==> src/rtl/aes_out_serializer_pkg.sv <==
// Shared types and widths for the AES output serializer: block/word sizes,
// the serializer state enum and the ciphertext block type.
package aes_pkg;

  localparam int BLOCK_W       = 128;
  localparam int WORD_W        = 32;
  localparam int WORDS_PER_BLK = BLOCK_W / WORD_W;

  typedef enum logic {
    EMPTY = 1'b0,
    SEND  = 1'b1
  } ser_state_t;

  typedef logic [BLOCK_W-1:0] aes_blk_t;

endpackage

==> src/rtl/aes_out_serializer_if.sv <==
// Block-capture and word-stream signals between the round controller, the
// serializer and the downstream consumer.
interface aes_out_serializer_if #(
  parameter int BLOCK_W = aes_pkg::BLOCK_W,
  parameter int WORD_W  = aes_pkg::WORD_W
);

  logic               Done;
  logic [BLOCK_W-1:0] Cipher_Txt;
  logic               Out_Valid;
  logic               Out_Ready;
  logic [WORD_W-1:0]  Out_Data;
  logic               Out_Last;
  logic               Full;
  logic               Overflow;

  // The serializer is the master of the word stream.
  modport master (
    input  Done, Cipher_Txt, Out_Ready,
    output Out_Valid, Out_Data, Out_Last, Full, Overflow
  );

  modport slave (
    output Done, Cipher_Txt, Out_Ready,
    input  Out_Valid, Out_Data, Out_Last, Full, Overflow
  );

endinterface

==> src/rtl/aes_out_serializer_blk_fifo.sv <==
// Block FIFO holding whole ciphertext blocks; the head block is exposed
// combinationally from storage, with no knowledge of words.
module aes_blk_fifo #(
  parameter int BLOCK_W = aes_pkg::BLOCK_W,
  parameter int DEPTH   = 2
) (
  input  logic                       CLK,
  input  logic                       rst,
  input  logic                       push,
  input  logic [BLOCK_W-1:0]         push_data,
  input  logic                       pop,
  output logic [BLOCK_W-1:0]         head_data,
  output logic [$clog2(DEPTH+1)-1:0] count,
  output logic                       full,
  output logic                       empty
);

  localparam int PTR_W = (DEPTH > 1) ? $clog2(DEPTH) : 1;
  localparam int CNT_W = $clog2(DEPTH + 1);

  logic [BLOCK_W-1:0] mem [DEPTH];
  logic [PTR_W-1:0]   wr_ptr;
  logic [PTR_W-1:0]   rd_ptr;
  logic               wr_en;
  logic               rd_en;

  // A push into a full FIFO is still legal when the head leaves this cycle.
  assign rd_en = pop && !empty;
  assign wr_en = push && (!full || rd_en);

  assign full      = (count == CNT_W'(DEPTH));
  assign empty     = (count == '0);
  assign head_data = mem[rd_ptr];

  always_ff @(posedge CLK) begin
    if (wr_en) begin
      mem[wr_ptr] <= push_data;
    end
  end

  // Pointers wrap at DEPTH, which is a power of two; DEPTH==1 pins them at 0.
  always_ff @(posedge CLK or posedge rst) begin
    if (rst) begin
      wr_ptr <= '0;
      rd_ptr <= '0;
      count  <= '0;
    end else begin
      if (wr_en) begin
        wr_ptr <= (DEPTH == 1) ? '0 : wr_ptr + 1'b1;
      end
      if (rd_en) begin
        rd_ptr <= (DEPTH == 1) ? '0 : rd_ptr + 1'b1;
      end
      case ({wr_en, rd_en})
        2'b10:   count <= count + 1'b1;
        2'b01:   count <= count - 1'b1;
        default: count <= count;
      endcase
    end
  end

endmodule

==> src/rtl/aes_out_serializer.sv <==
// Captures ciphertext blocks on Done, buffers them, and streams each block
// as MSW-first words over valid/ready with a sticky drop flag.
module aes_out_serializer #(
  parameter int BLOCK_W = aes_pkg::BLOCK_W,
  parameter int WORD_W  = aes_pkg::WORD_W,
  parameter int DEPTH   = 2
) (
  input logic                   CLK,
  input logic                   rst,
  aes_out_serializer_if.master  bus
);

  import aes_pkg::*;

  localparam int WORDS  = BLOCK_W / WORD_W;
  localparam int WCNT_W = (WORDS > 1) ? $clog2(WORDS) : 1;
  localparam int CNT_W  = $clog2(DEPTH + 1);
  localparam logic [WCNT_W-1:0] LAST_WORD = WCNT_W'(WORDS - 1);

  generate
    if ((BLOCK_W % WORD_W) != 0 || DEPTH < 1 || (DEPTH & (DEPTH - 1)) != 0) begin : g_bad_param
      $error("aes_out_serializer: BLOCK_W must be a multiple of WORD_W and DEPTH a power of two");
    end
  endgenerate

  ser_state_t         state;
  logic [WCNT_W-1:0]  wcnt;
  logic               overflow_q;
  logic [BLOCK_W-1:0] head;
  logic [CNT_W-1:0]   count;
  logic               fifo_full;
  logic               fifo_empty;
  logic               xfer;
  logic               last_xfer;
  logic               push_ok;
  logic               drop;
  logic [WORD_W-1:0]  word;

  assign xfer      = (state == SEND) && !fifo_empty && bus.Out_Ready;
  assign last_xfer = xfer && (wcnt == LAST_WORD);
  assign push_ok   = bus.Done && (!fifo_full || last_xfer);
  assign drop      = bus.Done && fifo_full && !last_xfer;

  aes_blk_fifo #(
    .BLOCK_W (BLOCK_W),
    .DEPTH   (DEPTH)
  ) u_fifo (
    .CLK       (CLK),
    .rst       (rst),
    .push      (push_ok),
    .push_data (bus.Cipher_Txt),
    .pop       (last_xfer),
    .head_data (head),
    .count     (count),
    .full      (fifo_full),
    .empty     (fifo_empty)
  );

  // Word k is taken from the top of the block downwards.
  always_comb begin
    word = '0;
    for (int k = 0; k < WORDS; k++) begin
      if (wcnt == WCNT_W'(k)) begin
        word = head[BLOCK_W-1-k*WORD_W -: WORD_W];
      end
    end
  end

  always_ff @(posedge CLK or posedge rst) begin
    if (rst) begin
      state      <= EMPTY;
      wcnt       <= '0;
      overflow_q <= 1'b0;
    end else begin
      if (drop) begin
        overflow_q <= 1'b1;
      end
      case (state)
        EMPTY: begin
          if (push_ok) begin
            state <= SEND;
          end
        end
        SEND: begin
          if (xfer) begin
            if (wcnt == LAST_WORD) begin
              wcnt <= '0;
              if (!push_ok && count == CNT_W'(1)) begin
                state <= EMPTY;
              end
            end else begin
              wcnt <= wcnt + 1'b1;
            end
          end
        end
        default: state <= EMPTY;
      endcase
    end
  end

  // Outputs decode only registered state, so data is zero whenever idle.
  assign bus.Out_Valid = (state == SEND);
  assign bus.Out_Data  = (state == SEND) ? word : '0;
  assign bus.Out_Last  = (state == SEND) && (wcnt == LAST_WORD);
  assign bus.Full      = fifo_full;
  assign bus.Overflow  = overflow_q;

endmodule
==> src/flat_wrapper.sv <==
// flat-port wrapper written by rule: the top's interface ports become plain ports
module aes_out_serializer_flat import aes_pkg::*;
#(
  parameter int BLOCK_W = aes_pkg::BLOCK_W,
  parameter int WORD_W  = aes_pkg::WORD_W,
  parameter int DEPTH   = 2
)
  (CLK, rst, bus_Done, bus_Cipher_Txt, bus_Out_Ready, bus_Out_Valid, bus_Out_Data, bus_Out_Last, bus_Full, bus_Overflow);
  aes_out_serializer_if #(.BLOCK_W(BLOCK_W), .WORD_W(WORD_W)) bus_i ();
  input logic CLK;
  input logic rst;
  input wire logic [$bits(bus_i.Done)-1:0] bus_Done;
  input wire logic [$bits(bus_i.Cipher_Txt)-1:0] bus_Cipher_Txt;
  input wire logic [$bits(bus_i.Out_Ready)-1:0] bus_Out_Ready;
  output wire logic [$bits(bus_i.Out_Valid)-1:0] bus_Out_Valid;
  output wire logic [$bits(bus_i.Out_Data)-1:0] bus_Out_Data;
  output wire logic [$bits(bus_i.Out_Last)-1:0] bus_Out_Last;
  output wire logic [$bits(bus_i.Full)-1:0] bus_Full;
  output wire logic [$bits(bus_i.Overflow)-1:0] bus_Overflow;
  assign bus_i.Done = bus_Done;
  assign bus_i.Cipher_Txt = bus_Cipher_Txt;
  assign bus_i.Out_Ready = bus_Out_Ready;
  assign bus_Out_Valid = bus_i.Out_Valid;
  assign bus_Out_Data = bus_i.Out_Data;
  assign bus_Out_Last = bus_i.Out_Last;
  assign bus_Full = bus_i.Full;
  assign bus_Overflow = bus_i.Overflow;
  aes_out_serializer #(.BLOCK_W(BLOCK_W), .WORD_W(WORD_W), .DEPTH(DEPTH)) u_core (.CLK(CLK), .rst(rst), .bus(bus_i));
endmodule
==> config.mk <==
export PLATFORM = sky130hd
export DESIGN_NAME = aes_out_serializer_flat
export DESIGN_NICKNAME = d
export VERILOG_FILES = /design/src/rtl/aes_out_serializer_pkg.sv /design/src/rtl/aes_out_serializer_if.sv /design/src/rtl/aes_out_serializer_blk_fifo.sv /design/src/rtl/aes_out_serializer.sv /design/src/flat_wrapper.sv
export SDC_FILE = /design/constraint.sdc
export NUM_CORES = 1
export LEC_CHECK = 0
export BUFFER_PORTS_ARGS = -buffer_cell sky130_fd_sc_hd__buf_2
export CAP_MARGIN = 40
export CORE_ASPECT_RATIO = 1.1
export CORE_UTILIZATION = 57
export DETAILED_ROUTE_END_ITERATION = 8
export GPL_TIMING_DRIVEN = 1
export PLACE_DENSITY = 0.76
export SYNTH_ARGS = -nofsm -noshare
export SYNTH_HDL_FRONTEND = slang
export SYNTH_HIERARCHICAL = 1
export SYNTH_SLANG_ARGS = --single-unit
==> constraint.sdc <==
create_clock -name CLK -period 10.2 [get_ports CLK]
set_input_delay 1.02 -clock CLK [delete_from_list [all_inputs] [get_ports CLK]]
set_output_delay 1.02 -clock CLK [all_outputs]
set_load 0.02 [all_outputs]
==> results.py, run 1 <==
metrics = {
    "worst_setup_path": {
        "crit_fanout": 65,
        "arrival_ps": 3510,
        "criticalPathCategory": "register to output port",
        "worstSetupStartpointType": "register",
        "cp-end-kind": "output port",
        "crit_end": "bus_Out_Data[30]",
        "critPathMaxStageDelay_ps": 980,
        "critPathLaunch": "u_core/u_fifo/rd_ptr",
        "worstReg2RegStart": "u_core/u_fifo/count[0]",
        "rr_endpoint": "u_core/u_fifo/mem[1][104]",
        "r2r_slack_ps": 6620,
        "crit_family": "buffers and inverters",
        "crit_buf_inv": 2,
        "reg2regPathDepth": 7,
        "path_cells": "buf_4, mux2_2, nor2b_1, a221oi_1, o21ai_1, buf_2",
        "crit_cells": 6,
        "slowest_stage": "dfrtp_4",
        "required_ps": 9180,
    },
    "synth": {
        "synth_area_leader_cell": "edfxtp_1",
        "seq_area_frac_synth_pct": 72.9,
        "synth_adder_area_share_pct": 0.463,
        "syn_area_um2": 10800,
        "synth_top_family_by_area": "multiplexers",
        "avgSynthCellArea_um2": 18.0,
        "synth-compound-area-share_pct": 7.82,
        "synth-seq-cells": 264,
        "synth_fp_nets": 737,
        "syn_inst": 601,
        "synth-warning-count": 6,
        "synth.area.mux_share_pct": 13.5,
        "synth.distinct_cells": 36,
        "synth-simple-area-share_pct": 2.29,
        "synth_xor_area_share_pct": 0.162,
        "synth_area_leaders": "edfxtp_1 (71%), mux2_2 (13%), a221oi_2 (4.2%)",
        "yosysTopAreaCellShare_pct": 71.1,
    },
    "clock_tree": {
        "post_cts_buffers": 0,
        "cts_tree": "built",
        "h-tree-depth": 1,
        "cts.sinks": 264,
        "root_buffer": "clkbuf_16",
        "cts_hold_buf": 0,
        "path_clk_slew_ps": 60,
        "clock_insertion_delay_worst_skew_ps": 520,
        "cts_buffers": 26,
        "clk_path_buf_depth": 3,
        "postCtsResizedCells": 0,
    },
    "floorplan": {
        "core_um2": 18500,
        "fp-row-count": 52,
        "die_x_um": 133,
        "ios": 168,
        "die_area_um2": 19500,
        "die_y_um": 146,
        "initial_utilization_pct": 58.5,
    },
    "grt": {
        "grt_usage_pct": 22.0,
        "grt_pass1_wl_um": 33000,
        "overflow": 0,
        "grt_pass1_vias": 6256,
        "grt_max_degree": 66,
        "antenna_found_initial": 2,
    },
    "power": {
        "leakage_nw": 4.50,
        "power.density_nw_per_um2": 316,
        "irDropWorstVdd_uv": 211,
    },
    "sta": {
        "min_period_ps": 4530,
        "hold_ws_ps": 386,
        "worstMarginPinSlew_ps": 892,
        "relSlewSlack_pct": 40.5,
        "finalClockSkew_ps": 10.1,
        "rsz0062_at_grt": "false",
        "hold_violations": 0,
        "maxSlewViolCount": 0,
        "fmax_ghz": 0.221,
        "setup_viol": 0,
        "fin_tns_setup_ps": 0,
        "period_share_pct": 44.4,
    },
    "drt": {
        "vias": 5914,
        "drcViolationCount": 0,
        "wl_per_cell_um": 20.7,
        "antenna_left": 0,
        "initialDrtViolationCount": 352,
        "dr.pass1.iters": 4,
        "totalWireLength_um": 21400,
        "vias_per_cell": 5.71,
    },
    "final_layout": {
        "area_delta_synth_final_pct": 16.9,
        "layout-drive-gt1-share_pct": 48.2,
        "nFillCells": 1252,
        "nNetsFinal": 908,
    },
    "placement": {
        "place_hpwl_um": 13700,
        "place.gp.congestion": 0.816,
        "numPortBuffers": 167,
    },
    "outcome": {
        "outcome": "completed",
    },
    "flow_run": {
        "maxCapViolations": 0,
    },
    "worst_hold_path": {
        "min_path_type": "primary input to asynchronous set/reset pin",
    },
}
## worst min path at each step
stage / endpoint / slack, ps / cells past startpoint
6_report: u_core/u_fifo/rd_ptr / 390 / 2
4_1_cts: u_core/u_fifo/rd_ptr / 370 / 2
3_3_place_gp: u_core/bus.Overflow / 480 / 1
2_1_floorplan: u_core/u_fifo/wr_ptr / 460 / 1
3_5_place_dp: u_core/bus.Overflow / 490 / 1
5_1_grt: u_core/wcnt[0] / 380 / 2
## report_power, final
part	switching, W	total (W)	internal [W]
Sequential	0.000117	0.00162	0.00151
Clock	0.000372	0.000878	0.000506
Combinational	0.000895	0.00150	0.000605
Total	0.00138	0.00400	0.00262
## through the flow
stage	utilization, %	std cells	power [W]	setup slack [ps]	area, um2
floorplan	-	601	0.00276	2440	10800
CTS	68.4	1034	0.00404	5630	12600
detailed placement	64.2	987	0.00315	6210	11900
finish	68.4	1035	0.00400	5670	12600
global route	68.4	1035	0.00420	5480	12600
global placement	63.6	983	0.00307	6160	11800
## registers in the layout (all words and copies together) (netlist names)
name / cells
u_core/bus.Out_Valid: 1
u_core/bus.Overflow: 1
u_core/u_fifo/mem: 256
u_core/u_fifo/wr_ptr: 1
u_core/u_fifo/rd_ptr: 1
u_core/u_fifo/count: 2
u_core/wcnt: 2
## synth_stat cells, drive strengths merged
cell,number
edfxtp,256
mux2,129
o21ai,65
nand2,33
a221oi,32
buf,32
inv,9
dfrtp,8
nor2,5
ha,4
a21oi,3
clkbuf,3
nor2b,3
nand2b,2
or2,2
xnor2,2
a21boi,1
a21o,1
a22oi,1
a31o,1
a31oi,1
and2,1
and2b,1
and3,1
mux2i,1
nand3,1
nand3b,1
nor3,1
or3b,1
## cells in the final DEF, fill, tap and decap left out, drive strengths merged, types with 4 or more instances in the layout
| master | n |
|---|---|
| a221oi | 32 |
| buf | 178 |
| clkbuf | 39 |
| clkinv | 7 |
| dfrtp | 8 |
| edfxtp | 256 |
| ha | 4 |
| inv | 9 |
| mux2 | 129 |
| nand2 | 33 |
| nor2 | 5 |
| o21ai | 65 |
## per-layer routing
| metal | routed length [um] | track usage (%) | vias up |
|---|---|---|---|
| met1 | 8590 | 28.8 | 2940 |
| met3 | 1490 | 4.03 | 33 |
| met4 | 428 | 6.53 | 2 |
| met5 | 11 | 0 | - |
| met2 | 10900 | 37.7 | 222 |
| li1 | - | - | 2717 |
## cell type report
class,instances,area [um2],area share (%)
repair buffers,178,986,7.80
diodes,1,2.50,0.0198
flip-flops and latches,264,7890,62.4
well taps,243,304,2.40
clock buffers,39,751,5.94
multi-input cells,293,2640,20.9
clock inverters,8,38.8,0.307
inverters,9,33.8,0.267
## worst register-to-register path, cell delays in order, from the launching register on
cell and delay [ps]:
dfrtp_1 490, nor2_1 80, nand3b_2 240, or2_1 260, a21boi_0 520, and3_4 610, buf_16 300, buf_4 690
## cell families (layout without fill, tap and decap cells)
| kind of cell | Yosys count | count (layout) |
|---|---|---|
| flip-flops | 264 | 264 |
| AO/OA/AOI/OAI | 105 | 105 |
| XOR/XNOR | 2 | 2 |
| other | 0 | 1 |
| buffers and inverters | 44 | 234 |
| multiplexers | 130 | 130 |
| adder cells (fa/ha/maj) | 4 | 4 |
| AND/OR/NAND/NOR | 52 | 52 |
Power figures use the tool's default switching activity.
==> inputs of run 2 (changes only) <==
Clock period 10.2 ns to 4.6 ns, I/O delays scaled along.
==> run 2 against run 1 <==
Against the previous run: critical path depth is 1 higher; wire length is 0.26% lower; global-route usage hardly changed; clock skew is 6.8 ps higher; die area stayed put; sequential power is 120% higher; worst hold slack worse by 270 ps; clock power is 130% higher; sequential cell count stayed put; setup slack worse by 4200 ps.
==> results.py, run 2 (synthesis results as in run 1) <==
metrics = {
    "power": {
        "p_switching_w": 0.00310,
        "combinationalPowerShare_pct": 38.0,
        "power.density_nw_per_um2": 706,
        "switching_share_pct": 34.4,
        "p_total_w": 0.00900,
        "irDropWorstVdd_uv": 503,
        "p_seq_share_pct": 39.4,
        "internal-power_w": 0.00590,
        "power_frac_clock_pct": 22.6,
        "leakage_nw": 4.54,
    },
    "floorplan": {
        "die_area_um2": 19500,
        "ios": 168,
        "die_x_um": 133,
        "core_um2": 18500,
        "die_y_um": 146,
        "fp-row-count": 52,
        "initial_utilization_pct": 58.5,
    },
    "final_layout": {
        "largest_reg_flops": 256,
        "reg_top3": "u_core/u_fifo/mem (256), u_core/u_fifo/count (2), u_core/wcnt (2)",
        "mostFrequentLayoutCell": "edfxtp_1",
        "nFillCells": 1238,
        "layout-drive-gt1-share_pct": 48.3,
        "regMostFlops": "u_core/u_fifo/mem",
        "nNetsFinal": 912,
        "final_cell_mix": "edfxtp_1 (256), buf_2 (167), mux2_2 (129)",
        "area_delta_synth_final_pct": 17.8,
    },
    "sta": {
        "min_period_ps": 3100,
        "rsz0062_at_grt": "false",
        "period_share_pct": 67.5,
        "relSlewSlack_pct": 41.2,
        "hold_violations": 0,
        "setup_ws_ps": 1500,
        "maxSlewViolCount": 0,
        "worstMarginPinSlew_ps": 880,
        "fin_tns_setup_ps": 0,
        "finalClockSkew_ps": 16.8,
        "fmax_ghz": 0.322,
        "setup_viol": 0,
    },
    "worst_setup_path": {
        "crit_fanout": 60,
        "crit_family": "simple AND/OR/NAND/NOR gates",
        "critPathMaxStageDelay_ps": 700,
        "arrival_ps": 3300,
        "slowest_stage": "nor2_4",
        "required_ps": 4790,
        "criticalPathCategory": "register to register",
        "worstSetupStartpointType": "register",
        "cp-end-kind": "register",
        "path_cells": "nor2_1, nand3b_2, or2_1, a21boi_0, nand2_2, nor2_4, buf_12",
        "crit_buf_inv": 1,
    },
    "clock_tree": {
        "postCtsResizedCells": 0,
        "clock_insertion_delay_worst_skew_ps": 530,
        "path_clk_slew_ps": 60,
        "root_buffer": "clkbuf_16",
        "cts_hold_buf": 1,
        "post_cts_buffers": 0,
        "cts.sinks": 264,
        "clk_path_buf_depth": 3,
        "cts_tree": "built",
        "h-tree-depth": 1,
        "cts_buffers": 27,
    },
    "placement": {
        "numPortBuffers": 167,
        "place_hpwl_um": 13400,
        "place.gp.congestion": 0.825,
        "dp_worst_setup_slack_ps": 1490,
    },
    "drt": {
        "initialDrtViolationCount": 388,
        "vias_per_cell": 5.66,
        "antenna_left": 0,
        "vias": 5892,
        "dr.pass1.iters": 5,
        "drcViolationCount": 0,
        "totalWireLength_um": 21300,
        "wl_per_cell_um": 20.5,
    },
    "worst_hold_path": {
        "min_path_type": "primary input to register",
    },
    "grt": {
        "grt_usage_pct": 22.0,
        "grt_pass1_vias": 6184,
        "grt_max_degree": 129,
        "grt_pass1_wl_um": 32900,
        "antenna_found_initial": 5,
        "overflow": 0,
    },
    "outcome": {
        "outcome": "completed",
    },
    "flow_run": {
        "maxCapViolations": 0,
    },
}
-- run 2: changes by cell type in the layout (fill, tap and decap cells not counted), sizes merged --
cell | previous run | this run
clkbuf | 39 | 34
bufinv | 0 | 2
clkinv | 7 | 10
diode | 1 | 3
buf | 178 | 180
inv | 9 | 10
dlygate4sd3 | 0 | 1
-- run 2: metrics by stage --
stage          std cells  area, um2  util [%]  hold slack, ps
3_5_place_dp         989      11900      64.4             369
2_1_floorplan        601      10800         -             226
4_1_cts             1038      12700      68.9            91.2
5_1_grt             1040      12700      68.9            93.9
6_report            1041      12700      69.0             118
3_3_place_gp         986      11800      64.0             361
-- run 2: power by group through the flow --
stage	sequential, W	combinational, W	clock, W
after global routing	0.00359	0.00366	0.00216
after floorplan	0.00352	0.00256	0
after global placement	0.00361	0.00324	0
after CTS	0.00355	0.00345	0.00207
final	0.00355	0.00342	0.00203
after detailed placement	0.00360	0.00343	0
-- run 2: per-layer routing --
metal	share of wire, %	vias to the layer above	wire length [um]	GRT usage [%]
met2	51	190	10900	37.3
met4	2.0	4	430	6.99
met3	6.4	34	1370	4.86
met1	41	2939	8650	28.4
li1	-	2725	-	-
met5	0.12	-	26	0
-- run 2: cell type report --
| cell class | count | area (um2) | area share [%] |
|---|---|---|---|
| diodes | 3 | 7.51 | 0.0589 |
| clock buffers | 34 | 702 | 5.51 |
| clock inverters | 14 | 124 | 0.972 |
| inverters | 9 | 33.8 | 0.265 |
| multi-input cells | 293 | 2640 | 20.7 |
| flip-flops and latches | 264 | 7890 | 61.9 |
| well taps | 243 | 304 | 2.39 |
| repair buffers | 181 | 1040 | 8.15 |
-- run 2: worst register-to-register path, cell delays in order, from the launching register on --
cell,delay (ps)
dfrtp_1,470
nor2_1,70
nand3b_2,240
or2_1,260
a21boi_0,440
nand2_2,150
nor2_4,700
buf_12,390
-- run 2: final timing paths --
kind                       cells after the start                  endpoint                   start  slack (ps)
max                                            7  u_core/u_fifo/mem[0][15]  u_core/u_fifo/count[0]        1500
min                                            1  u_core/u_fifo/mem[0][79]      bus_Cipher_Txt[79]         120
max reg2reg                                    7  u_core/u_fifo/mem[0][15]  u_core/u_fifo/count[0]        1500
min reg2reg                                    1       u_core/bus.Overflow     u_core/bus.Overflow         480
max in group asynchronous                      3      u_core/u_fifo/rd_ptr                     rst        4040
min in group asynchronous                      3       u_core/bus.Overflow                     rst         380
==> inputs of run 3 (changes only) <==
Settings changed: ABC_AREA from default to 1, CORE_UTILIZATION 57 to 51, PLACE_DENSITY 0.76 to 0.72.
Clock period 4.6 ns to 2.6 ns, I/O delays scaled along.
==> run 3 against run 2 <==
Against the previous run: via count is 40% higher; synthesized cell count is 69% higher; critical path depth is 3 higher; cell area is 14% higher; register-to-register slack worse by 1200 ps.
==> results.py, run 3 <==
metrics = {
    "drt": {
        "antenna_left": 0,
        "vias": 8272,
        "dr.pass1.iters": 6,
        "drcViolationCount": 0,
        "totalWireLength_um": 27700,
        "vias_per_cell": 5.09,
        "initialDrtViolationCount": 807,
        "wl_per_cell_um": 17.0,
    },
    "worst_setup_path": {
        "crit_family": "buffers and inverters",
        "required_ps": 2340,
        "slowest_stage": "dfrtp_2",
        "cp-end-kind": "output port",
        "worstSetupStartpointType": "register",
        "critPathMaxStageDelay_ps": 460,
        "path_cells": "inv_2, ha_1, buf_12, inv_1, nor2_4, nand2_1, nand2_1, nand2_1, nand2_1, buf_2",
        "crit_fanout": 28,
        "crit_buf_inv": 4,
        "arrival_ps": 2240,
        "criticalPathCategory": "register to output port",
        "cpMostUsedCell": "nand2_1",
    },
    "power": {
        "combinationalPowerShare_pct": 41.6,
        "p_switching_w": 0.00651,
        "power_frac_clock_pct": 22.2,
        "internal-power_w": 0.0101,
        "p_total_w": 0.0167,
        "power.density_nw_per_um2": 1150,
        "p_seq_share_pct": 36.2,
        "leakage_nw": 6.19,
        "irDropWorstVdd_uv": 972,
        "switching_share_pct": 39.1,
    },
    "sta": {
        "setup_ws_ps": 95.7,
        "finalClockSkew_ps": 7.74,
        "hold_violations": 0,
        "rsz0062_at_grt": "true",
        "relSlewSlack_pct": 56.8,
        "setup_viol": 0,
        "period_share_pct": 96.3,
        "fmax_ghz": 0.399,
        "maxSlewViolCount": 0,
        "min_period_ps": 2500,
        "worstMarginPinSlew_ps": 648,
    },
    "synth": {
        "yosys_most_used_dff": "edfxtp_1",
        "syn_inst": 1018,
        "seq_area_frac_synth_pct": 71.3,
        "synth_commonest_cells": "nand2_1 (501), edfxtp_1 (256), a21oi_1 (59)",
        "yosysTopAreaCellShare_pct": 69.5,
        "avgSynthCellArea_um2": 10.9,
        "yosysMostFrequentCell": "nand2_1",
        "ys_async_sr_fraction_pct": 3.03,
        "synth-seq-cells": 264,
        "synth.distinct_cells": 28,
        "synth_edf_count": 256,
        "synth-warning-count": 6,
        "synth_area_leaders": "edfxtp_1 (69%), nand2_1 (17%), a21oi_1 (2.7%)",
        "synth_area_leader_cell": "edfxtp_1",
        "synth_fp_nets": 1154,
        "syn_area_um2": 11100,
    },
    "final_layout": {
        "final_cell_area_um2": 14500,
        "nFillCells": 1562,
        "final_cell_mix": "nand2_1 (501), edfxtp_1 (256), buf_2 (167)",
        "stdcell_count": 1625,
        "reg_top3": "u_core/u_fifo/mem (256), u_core/u_fifo/count (2), u_core/wcnt (2)",
        "regMostFlops": "u_core/u_fifo/mem",
        "mostFrequentLayoutCell": "nand2_1",
        "nNetsFinal": 1450,
        "fin_util_pct": 68.2,
        "layout-drive-gt1-share_pct": 19.0,
        "area_delta_synth_final_pct": 31.3,
        "largest_reg_flops": 256,
    },
    "placement": {
        "dp_worst_setup_slack_ps": 253,
        "dp.cells": 1439,
        "place.gp.congestion": 0.758,
        "dpl_cell_area_um2": 12200,
        "place_hpwl_um": 15300,
        "numPortBuffers": 167,
    },
    "grt": {
        "grt_pass1_wl_um": 41600,
        "grt_pass1_vias": 8171,
        "antenna_found_initial": 4,
        "grt_max_degree": 129,
        "overflow": 0,
        "grt_usage_pct": 24.7,
    },
    "clock_tree": {
        "cts_buffers": 27,
        "cts.sinks": 264,
        "path_clk_slew_ps": 60,
        "h-tree-depth": 1,
        "clk_path_buf_depth": 3,
        "clock_insertion_delay_worst_skew_ps": 530,
        "cts_tree": "built",
        "root_buffer": "clkbuf_16",
    },
    "floorplan": {
        "initial_utilization_pct": 52.0,
        "die_x_um": 142,
        "die_area_um2": 22300,
        "ios": 168,
        "die_y_um": 156,
        "core_um2": 21300,
        "fp-row-count": 56,
    },
    "outcome": {
        "outcome": "completed",
    },
    "worst_hold_path": {
        "min_path_type": "primary input to register",
    },
    "flow_run": {
        "maxCapViolations": 0,
    },
}
-- run 3: changes by cell type after synthesis, moves of 22 or more --
cell      before  now
nand2_1       32  501
mux2_2       129    0
a221oi_2      30    0
a21oi_1        3   59
inv_1          9   42
nand3_1        1   30
buf_2         14   36
-- run 3: cells by family after synthesis --
family / after synthesis / share of synthesized area [%]
fa+ha+maj: 4 / 0.452
xor+xnor: 3 / 0.237
flops: 264 / 71.3
buf+inv: 101 / 4.38
compound gates: 92 / 4.25
simple gates: 554 / 19.4
-- run 3: layout make-up --
type,instances,area (um2),share of cell area (%)
inverter,48,203,1.40
tap,290,363,2.50
clock inverter,15,145,0.999
antenna,4,10.0,0.0689
sequential,264,7890,54.3
timing repair buffer,320,2460,17.0
multi-input combinational,653,2760,19.0
clock buffer,31,691,4.75
-- run 3: path summary, 6_finish.rpt --
| path | end | depth (start not counted) | slack, ps | from |
|---|---|---|---|---|
| worst max-delay path | bus_Out_Data[9] | 10 | 100 | u_core/wcnt[0] |
| worst min-delay path | u_core/wcnt[0] | 4 | 180 | bus_Out_Ready |
| worst max register to register | u_core/u_fifo/mem[1][63] | 8 | 260 | u_core/wcnt[1] |
| worst min register to register | u_core/bus.Overflow | 1 | 500 | u_core/bus.Overflow |
| max in group asynchronous | u_core/u_fifo/rd_ptr | 3 | 2200 | rst |
| min in group asynchronous | u_core/wcnt[1] | 3 | 200 | rst |
-- run 3: per-stage QoR --
| stage | setup TNS [ps] | hold WS (ps) |
|---|---|---|
| final | 0 | 182 |
| after global routing | -31.9 | 195 |
| after CTS | 0 | 175 |
| after detailed placement | 0 | 163 |
| after global placement | 0 | 168 |
| after floorplan | -211660 | 26.0 |
-- run 3: metal layers --
layer  GRT usage [%]  vias to the layer above  wire length, um
li1                -                     3976                -
met1            30.1                     3893            10700
met2            43.9                      355            14200
met3            3.89                       48             2030
met4            9.68                        0              791
met5               0                        -                0
-- run 3: worst reg2reg max path: stages, from the launching register on --
cell,delay [ps]
dfrtp_1,450
ha_4,290
nand4_1,160
nand2_1,90
nand2_1,80
inv_2,110
o21ai_4,90
nor2_4,120
buf_12,450
-- run 3: power groups by stage --
stage               clock network [W]  registers (W)  logic (W)
finish                        0.00370        0.00603    0.00693
global route                  0.00393        0.00610    0.00759
CTS                           0.00374        0.00599    0.00671
detailed placement                  0        0.00607    0.00635
global placement                    0        0.00603    0.00627
floorplan                           0        0.00606    0.00441
-- run 3: what timing repair did --
action | CTS | global route
gates resized for setup | 9 | 11
hold buffers | 130 | 0
buffers inserted | 0 | 3
endpoints found under the setup margin | 23 | 92
gates cloned | 1 | 2
hold endpoints to repair | 265 | 0
